**src/rtl/ntt_coeff_loader_if.sv**
```systemverilog
// OBI-style request/response bus between the coefficient loader and a memory.
// One instance per port; the loader drives the master side.
interface ntt_coeff_loader_if #(
    parameter int ADDR_W = 32,
    parameter int DATA_W = 32
);
    logic                  req;
    logic                  we;
    logic [DATA_W/8-1:0]   be;
    logic [ADDR_W-1:0]     addr;
    logic [DATA_W-1:0]     wdata;
    logic                  gnt;
    logic                  rvalid;
    logic [DATA_W-1:0]     rdata;

    modport master (
        output req, we, be, addr, wdata,
        input  gnt, rvalid, rdata
    );

    modport slave (
        input  req, we, be, addr, wdata,
        output gnt, rvalid, rdata
    );
endinterface

```
**src/rtl/ntt_coeff_loader.sv**
```systemverilog
// Copies len words from system memory (src port, read-only) into the NTT
// accelerator data memory (dst port), one word at a time with a single
// outstanding transaction across both ports.
//
// state     | meaning
// ----------+-------------------------------------------------------------
// S_IDLE    | waiting for start_i; invalid lengths rejected with err_o
// S_RD_REQ  | read request for word idx held until src grant
// S_RD_WAIT | waiting for src rvalid; read data captured into buffer
// S_WR_REQ  | write request for word idx held until dst grant
// S_WR_WAIT | waiting for dst rvalid; word counted, abort/finish decided
// S_FIN     | one-cycle done_o pulse before returning to idle
module ntt_coeff_loader #(
    parameter int ADDR_W = 32,
    parameter int DATA_W = 32,
    parameter int LEN_W  = 9
) (
    input  logic              clk_i,
    input  logic              rst_i,
    input  logic              start_i,
    input  logic              abort_i,
    input  logic [ADDR_W-1:0] src_addr_i,
    input  logic [ADDR_W-1:0] dst_addr_i,
    input  logic [LEN_W-1:0]  len_i,
    output logic              busy_o,
    output logic              done_o,
    output logic              err_o,
    output logic [LEN_W-1:0]  count_o,
    ntt_coeff_loader_if.master src,
    ntt_coeff_loader_if.master dst
);

    typedef enum logic [2:0] {
        S_IDLE,
        S_RD_REQ,
        S_RD_WAIT,
        S_WR_REQ,
        S_WR_WAIT,
        S_FIN
    } state_e;

    state_e              state_q,    state_d;
    logic [ADDR_W-1:0]   src_base_q, src_base_d;
    logic [ADDR_W-1:0]   dst_base_q, dst_base_d;
    logic [LEN_W-1:0]    len_q,      len_d;
    // Words completed; doubles as the word index since both advance together.
    logic [LEN_W-1:0]    count_q,    count_d;
    logic [DATA_W-1:0]   buf_q,      buf_d;
    logic                abort_q,    abort_d;
    logic                busy_q,     busy_d;
    logic                done_q,     done_d;
    logic                err_q,      err_d;
    logic                src_req_q,  src_req_d;
    logic [ADDR_W-1:0]   src_addr_q, src_addr_d;
    logic                dst_req_q,  dst_req_d;
    logic [ADDR_W-1:0]   dst_addr_q, dst_addr_d;

    logic                len_bad;
    logic [LEN_W-1:0]    count_inc;

    assign len_bad   = (len_i == '0) || (32'(len_i) > 32'd256);
    assign count_inc = count_q + LEN_W'(1);

    // Next-state and next-output computation; port outputs are derived from
    // the next state so every bus output comes straight from a flop.
    always_comb begin
        state_d    = state_q;
        src_base_d = src_base_q;
        dst_base_d = dst_base_q;
        len_d      = len_q;
        count_d    = count_q;
        buf_d      = buf_q;
        abort_d    = abort_q;
        done_d     = 1'b0;
        err_d      = 1'b0;

        case (state_q)
            S_IDLE: begin
                if (start_i) begin
                    if (len_bad) begin
                        err_d = 1'b1;
                    end else begin
                        src_base_d = src_addr_i;
                        dst_base_d = dst_addr_i;
                        len_d      = len_i;
                        count_d    = '0;
                        state_d    = S_RD_REQ;
                    end
                end
            end
            S_RD_REQ: begin
                if (src.gnt) state_d = S_RD_WAIT;
            end
            S_RD_WAIT: begin
                if (src.rvalid) begin
                    buf_d   = src.rdata;
                    state_d = S_WR_REQ;
                end
            end
            S_WR_REQ: begin
                if (dst.gnt) state_d = S_WR_WAIT;
            end
            S_WR_WAIT: begin
                if (dst.rvalid) begin
                    count_d = count_inc;
                    // A same-cycle abort beats the final completion.
                    if (abort_q || abort_i) begin
                        err_d   = 1'b1;
                        state_d = S_IDLE;
                    end else if (count_inc == len_q) begin
                        done_d  = 1'b1;
                        state_d = S_FIN;
                    end else begin
                        state_d = S_RD_REQ;
                    end
                end
            end
            S_FIN: begin
                state_d = S_IDLE;
            end
            default: begin
                state_d = S_IDLE;
            end
        endcase

        if (state_q != S_IDLE && abort_i) abort_d = 1'b1;
        if (state_d == S_IDLE)            abort_d = 1'b0;

        busy_d     = (state_d != S_IDLE);
        src_req_d  = (state_d == S_RD_REQ);
        dst_req_d  = (state_d == S_WR_REQ);
        src_addr_d = src_req_d ? src_base_d + (ADDR_W'(count_d) << 2) : '0;
        dst_addr_d = dst_req_d ? dst_base_d + (ADDR_W'(count_d) << 2) : '0;
    end

    // State and registered outputs; reset clears everything immediately.
    always_ff @(posedge clk_i or posedge rst_i) begin
        if (rst_i) begin
            state_q    <= S_IDLE;
            src_base_q <= '0;
            dst_base_q <= '0;
            len_q      <= '0;
            count_q    <= '0;
            buf_q      <= '0;
            abort_q    <= 1'b0;
            busy_q     <= 1'b0;
            done_q     <= 1'b0;
            err_q      <= 1'b0;
            src_req_q  <= 1'b0;
            src_addr_q <= '0;
            dst_req_q  <= 1'b0;
            dst_addr_q <= '0;
        end else begin
            state_q    <= state_d;
            src_base_q <= src_base_d;
            dst_base_q <= dst_base_d;
            len_q      <= len_d;
            count_q    <= count_d;
            buf_q      <= buf_d;
            abort_q    <= abort_d;
            busy_q     <= busy_d;
            done_q     <= done_d;
            err_q      <= err_d;
            src_req_q  <= src_req_d;
            src_addr_q <= src_addr_d;
            dst_req_q  <= dst_req_d;
            dst_addr_q <= dst_addr_d;
        end
    end

    assign busy_o  = busy_q;
    assign done_o  = done_q;
    assign err_o   = err_q;
    assign count_o = count_q;

    assign src.req   = src_req_q;
    assign src.we    = 1'b0;
    assign src.be    = '0;
    assign src.addr  = src_addr_q;
    assign src.wdata = '0;

    // Write data is gated so the bus reads zero whenever no write is pending.
    assign dst.req   = dst_req_q;
    assign dst.we    = dst_req_q;
    assign dst.be    = {(DATA_W/8){dst_req_q}};
    assign dst.addr  = dst_addr_q;
    assign dst.wdata = dst_req_q ? buf_q : '0;

    // The accelerator port returns no read data on writes.
    logic unused_dst_rdata;
    assign unused_dst_rdata = ^dst.rdata;

endmodule

```
**src/flat_wrapper.sv**
```systemverilog
// flat-port wrapper written by rule: the top's interface ports become plain ports
module ntt_coeff_loader_flat 
#(
    parameter int ADDR_W = 32,
    parameter int DATA_W = 32,
    parameter int LEN_W  = 9
)
  (clk_i, rst_i, start_i, abort_i, src_addr_i, dst_addr_i, len_i, busy_o, done_o, err_o, count_o, src_req, src_we, src_be, src_addr, src_wdata, src_gnt, src_rvalid, src_rdata, dst_req, dst_we, dst_be, dst_addr, dst_wdata, dst_gnt, dst_rvalid, dst_rdata);
  ntt_coeff_loader_if #(.ADDR_W(ADDR_W), .DATA_W(DATA_W)) src_i ();
  ntt_coeff_loader_if #(.ADDR_W(ADDR_W), .DATA_W(DATA_W)) dst_i ();
  input  logic clk_i;
  input  logic rst_i;
  input  logic start_i;
  input  logic abort_i;
  input  logic [ADDR_W-1:0] src_addr_i;
  input  logic [ADDR_W-1:0] dst_addr_i;
  input  logic [LEN_W-1:0] len_i;
  output logic busy_o;
  output logic done_o;
  output logic err_o;
  output logic [LEN_W-1:0] count_o;
  output wire logic [$bits(src_i.req)-1:0] src_req;
  output wire logic [$bits(src_i.we)-1:0] src_we;
  output wire logic [$bits(src_i.be)-1:0] src_be;
  output wire logic [$bits(src_i.addr)-1:0] src_addr;
  output wire logic [$bits(src_i.wdata)-1:0] src_wdata;
  input wire logic [$bits(src_i.gnt)-1:0] src_gnt;
  input wire logic [$bits(src_i.rvalid)-1:0] src_rvalid;
  input wire logic [$bits(src_i.rdata)-1:0] src_rdata;
  output wire logic [$bits(dst_i.req)-1:0] dst_req;
  output wire logic [$bits(dst_i.we)-1:0] dst_we;
  output wire logic [$bits(dst_i.be)-1:0] dst_be;
  output wire logic [$bits(dst_i.addr)-1:0] dst_addr;
  output wire logic [$bits(dst_i.wdata)-1:0] dst_wdata;
  input wire logic [$bits(dst_i.gnt)-1:0] dst_gnt;
  input wire logic [$bits(dst_i.rvalid)-1:0] dst_rvalid;
  input wire logic [$bits(dst_i.rdata)-1:0] dst_rdata;
  assign src_req = src_i.req;
  assign src_we = src_i.we;
  assign src_be = src_i.be;
  assign src_addr = src_i.addr;
  assign src_wdata = src_i.wdata;
  assign src_i.gnt = src_gnt;
  assign src_i.rvalid = src_rvalid;
  assign src_i.rdata = src_rdata;
  assign dst_req = dst_i.req;
  assign dst_we = dst_i.we;
  assign dst_be = dst_i.be;
  assign dst_addr = dst_i.addr;
  assign dst_wdata = dst_i.wdata;
  assign dst_i.gnt = dst_gnt;
  assign dst_i.rvalid = dst_rvalid;
  assign dst_i.rdata = dst_rdata;
  ntt_coeff_loader #(.ADDR_W(ADDR_W), .DATA_W(DATA_W), .LEN_W(LEN_W)) u_core (.clk_i(clk_i), .rst_i(rst_i), .start_i(start_i), .abort_i(abort_i), .src_addr_i(src_addr_i), .dst_addr_i(dst_addr_i), .len_i(len_i), .busy_o(busy_o), .done_o(done_o), .err_o(err_o), .count_o(count_o), .src(src_i), .dst(dst_i));
endmodule
```
**config.mk**
```make
export PLATFORM = sky130hd
export DESIGN_NAME = ntt_coeff_loader_flat
export DESIGN_NICKNAME = d
export VERILOG_FILES = /design/src/rtl/ntt_coeff_loader_if.sv /design/src/rtl/ntt_coeff_loader.sv /design/src/flat_wrapper.sv
export SDC_FILE = /design/constraint.sdc
export NUM_CORES = 1
export LEC_CHECK = 0
export BUFFER_PORTS_ARGS = -buffer_cell sky130_fd_sc_hd__buf_2
export CAP_MARGIN = 20
export CORE_UTILIZATION = 25
export DETAILED_ROUTE_END_ITERATION = 16
export PLACE_DENSITY = 0.45
export SYNTH_ARGS = -nofsm -noshare
export SYNTH_HDL_FRONTEND = slang
export SYNTH_SLANG_ARGS = --single-unit
```
**constraint.sdc**
```tcl
create_clock -name clk_i -period 16.58 [get_ports clk_i]
set_input_delay 1.658 -clock clk_i [delete_from_list [all_inputs] [get_ports clk_i]]
set_output_delay 1.658 -clock clk_i [all_outputs]
set_load 0.005 [all_outputs]
```
==> metrics.yaml <==
syn_inst: 941
maxCapViolations: 0
tightestPinTransition_ps: 1150
first_global_vias: 7490
run_status: "completed"
clkSlewWorstSetupHoldPaths_ps: 70
report.final.hold_viol_count: 0
worst_setup_path_start_kind: "primary input"
top_level_ports: 297
initial_drc_count: 341
period_utilization_pct: 38.7
area_growth_pct: 21.6
worst-path-max-fanout: 63
worst_skew_pair.late_latency_ps: 450
dieWidth_um: 198
hold_path.class: "reg2reg"
drc: 0
power-per-cell-area_nw_per_um2: 149
mappedNetlistArea_um2: 9570
cts-htree-levels: 4
floorplan.die_area_um2: 39100
sequential_share_of_the_synthesized_area_pct: 48.9
yosys_warnings: 0
drive_gt1_share_pct: 30.3
cts_buffers: 17
cts.root.buffer_cell: "sky130_fd_sc_hd__clkbuf_16"
yosys.area_share.adder_pct: 2.90
route.vias.total: 7658
multiplexer_share_of_the_synthesized_area_pct: 9.61
final_net_count: 1318
cts_tree: "built"
cts-hold-fix-buffers: 0
synth-seq-cells: 187
post_layout_util_pct: 30.9
port_buffers: 227
dpl-instance-area_um2: 11100
num_rows: 71
cp-end-kind: "flip-flop"
static-leakage-power_nw: 5.76
post_cts.repair.setup_buffers: 0
timing.final.setup_violations: 0
die_height_um: 198
grt_setup_unrepaired: "false"
largest_net_degree_at_the_start_of_global_routing: 124
crit_type: "in2reg"
final.setup.tns_ps: 0
drt-total-wl_um: 28200
share_of_flip_flops_with_an_asynchronous_set_or_reset_after_synthesis_pct: 100
yosys.cell_types.count: 63
starting_utilization_of_the_core_area_pct: 25.4
cts.sink_count: 187
post_drt_wl_per_cell_um: 16.8
main_combinational_cell_family_by_area_after_synthesis: "simple AND/OR/NAND/NOR gates"
total_power_mw: 1.73
post_synth_and_or_nand_nor_area_fraction_pct: 19.2
post-route-min-period_ps: 6410
synth_edf_count: 0
syn-mean-instance-area_um2: 10.2
synth-compound-area-share_pct: 10.6
max_clock_freq_ghz: 0.156
vdd_ir_drop_max_mv: 0.0731
grt_antenna_before_repair: 6
timing.clock.skew_ps: 12.0
antenna_nets_post_route: 0
post_cts.resized_instances: 0
design.core.area_um2: 37700
ys_dominant_reg_cell: "sky130_fd_sc_hd__dfrtp_1"
timing_max_transition_violations_final: 0
grt_overflow_total: 0
grt_pass1_wl_um: 43400
crit_arrival_ps: 6760
synthXorXnorAreaFrac_pct: 2.84
max-slew-margin-rel_pct: 23.5
final_design_area_no_fill_um2: 11600
gp_routability_congestion: 0.779
fillerInstances: 4043
clock_path_buffers: 2
cp_data_required_time_ps: 16930
vias_per_cell: 4.57
detailed_placement_wirelength_estimate_um: 20100
rrSetupSlack_ps: 11270
globalRouteTotalUtil_pct: 14.7
drt_pre_antenna_iters: 4
## stage by stage
step / hold WS (ps) / setup slack [ps] / std cells
final: 475 / 10170 / 1677
after global routing: 502 / 9630 / 1676
after CTS: 474 / 10060 / 1676
after detailed placement: 456 / 9600 / 1644
after global placement: 451 / 9550 / 1644
after floorplan: 439 / 9840 / 977
## final cells by class
cell class	count	area (um2)	share of cell area, %
clock inverters	15	131	1.13
well taps	511	639	5.50
flip-flops and latches	187	4680	40.2
repair buffers	237	1210	10.4
multi-input cells	690	4470	38.4
clock buffers	17	425	3.66
inverters	19	78.8	0.677
diodes	1	2.50	0.0215
## synthesized netlist by cell type, drive strengths merged (3+ instances only)
cell type    n  share of area, %
o221ai       3              0.27
and4        15               1.4
mux2        71               8.4
o31ai        3              0.24
nor3        31               1.6
a21o        10              0.78
dfrtp      187                49
and3        22               1.4
a21oi       41               2.1
nor3b        7              0.55
clkbuf      24              0.94
o211ai       3              0.24
or3         11              0.72
o21ai       35               1.8
buf         57               4.3
and2        40               2.6
nand3       30               1.6
nand2b       4              0.26
nor4         8              0.65
xnor2       16               1.5
nand4       16               1.0
a211o        4              0.37
nand2      127               5.0
o31a         3              0.27
nor2        44               1.8
inv         19              0.75
mux2i       12               1.3
a211oi      12              0.99
xor2        15               1.4
o21a         6              0.47
a22oi        3              0.29
o22ai        3              0.20
ha          19               2.5
a31oi       15              0.98
## sequential cells by signal, summed over array words and instances (netlist names), 3 cells and up
name               cells
u_core.dst.addr       32
u_core.len_q           9
u_core.buf_q          32
u_core.src_base_q     32
u_core.count_o         9
u_core.dst_base_q     32
u_core.state_q         3
u_core.src.addr       32
## worst max-delay path, stage by stage
cell	delay [ps]
sky130_fd_sc_hd__buf_2	110
sky130_fd_sc_hd__nor4_2	660
sky130_fd_sc_hd__nand4_1	230
sky130_fd_sc_hd__buf_4	270
sky130_fd_sc_hd__nand2_4	310
sky130_fd_sc_hd__buf_4	720
sky130_fd_sc_hd__nand2_1	110
sky130_fd_sc_hd__nand2_1	110
sky130_fd_sc_hd__ha_1	220
sky130_fd_sc_hd__fa_1	220
sky130_fd_sc_hd__a21oi_1	90
sky130_fd_sc_hd__nand4b_1	270
sky130_fd_sc_hd__a32oi_1	980
sky130_fd_sc_hd__o21a_1	420
sky130_fd_sc_hd__a21oi_1	120
sky130_fd_sc_hd__a211oi_1	220
## final timing paths
path                                           startpoint                        endpoint  depth (start not counted)
setup / recovery                                 len_i[5]   u_core.src.addr[24]$_DFF_PP0_                         16
hold / removal             u_core.dst_base_q[0]$_DFF_PP0_  u_core.dst_base_q[0]$_DFF_PP0_                          2
setup reg to reg              u_core.state_q[1]$_DFF_PP0_   u_core.src.addr[24]$_DFF_PP0_                         14
hold reg to reg            u_core.dst_base_q[0]$_DFF_PP0_  u_core.dst_base_q[0]$_DFF_PP0_                          2
max in group asynchronous                           rst_i   u_core.src.addr[21]$_DFF_PP0_                          3
min in group asynchronous                           rst_i    u_core.buf_q[24]$_DFFE_PP0P_                          2
## placed cells by master (no fill, tap or decap), types with 18 or more instances in the layout
cell type and instances:
sky130_fd_sc_hd__buf_2 227, sky130_fd_sc_hd__dfrtp_1 187, sky130_fd_sc_hd__nand2_1 126, sky130_fd_sc_hd__mux2_2 70, sky130_fd_sc_hd__nor2_1 41, sky130_fd_sc_hd__a21oi_1 41, sky130_fd_sc_hd__and2_1 40, sky130_fd_sc_hd__conb_1 37
sky130_fd_sc_hd__o21ai_0 35, sky130_fd_sc_hd__nor3_1 31, sky130_fd_sc_hd__nand3_1 30, sky130_fd_sc_hd__and3_1 22, sky130_fd_sc_hd__ha_1 19, sky130_fd_sc_hd__inv_1 18
## cells by family (layout without fill, tap and decap cells)
logic type               Yosys count  in the layout
AO/OA/AOI/OAI                    157            157
XOR/XNOR                          31             31
adder cells (fa/ha/maj)           21             21
buffers and inverters            100            288
flip-flops                       187            187
multiplexers                      83             83
other                              1             38
AND/OR/NAND/NOR                  361            361
## metal layers
metal,GRT usage (%),vias to the layer above,share of wire (%)
met3,4.22,32,6.2
met1,19.9,3737,47
met2,22.7,202,45
li1,-,3679,-
met4,4.54,8,1.5
met5,0,-,0.21
## where the power goes
part / leakage [nW] / internal [mW] / total, mW / switching [mW]
combinational: 3.10 / 0.272 / 0.604 / 0.332
clock: 0.272 / 0.198 / 0.405 / 0.207
sequential: 2.39 / 0.632 / 0.723 / 0.0913
total: 5.76 / 1.10 / 1.73 / 0.630
No activity file was read; power rests on OpenSTA's default activity.
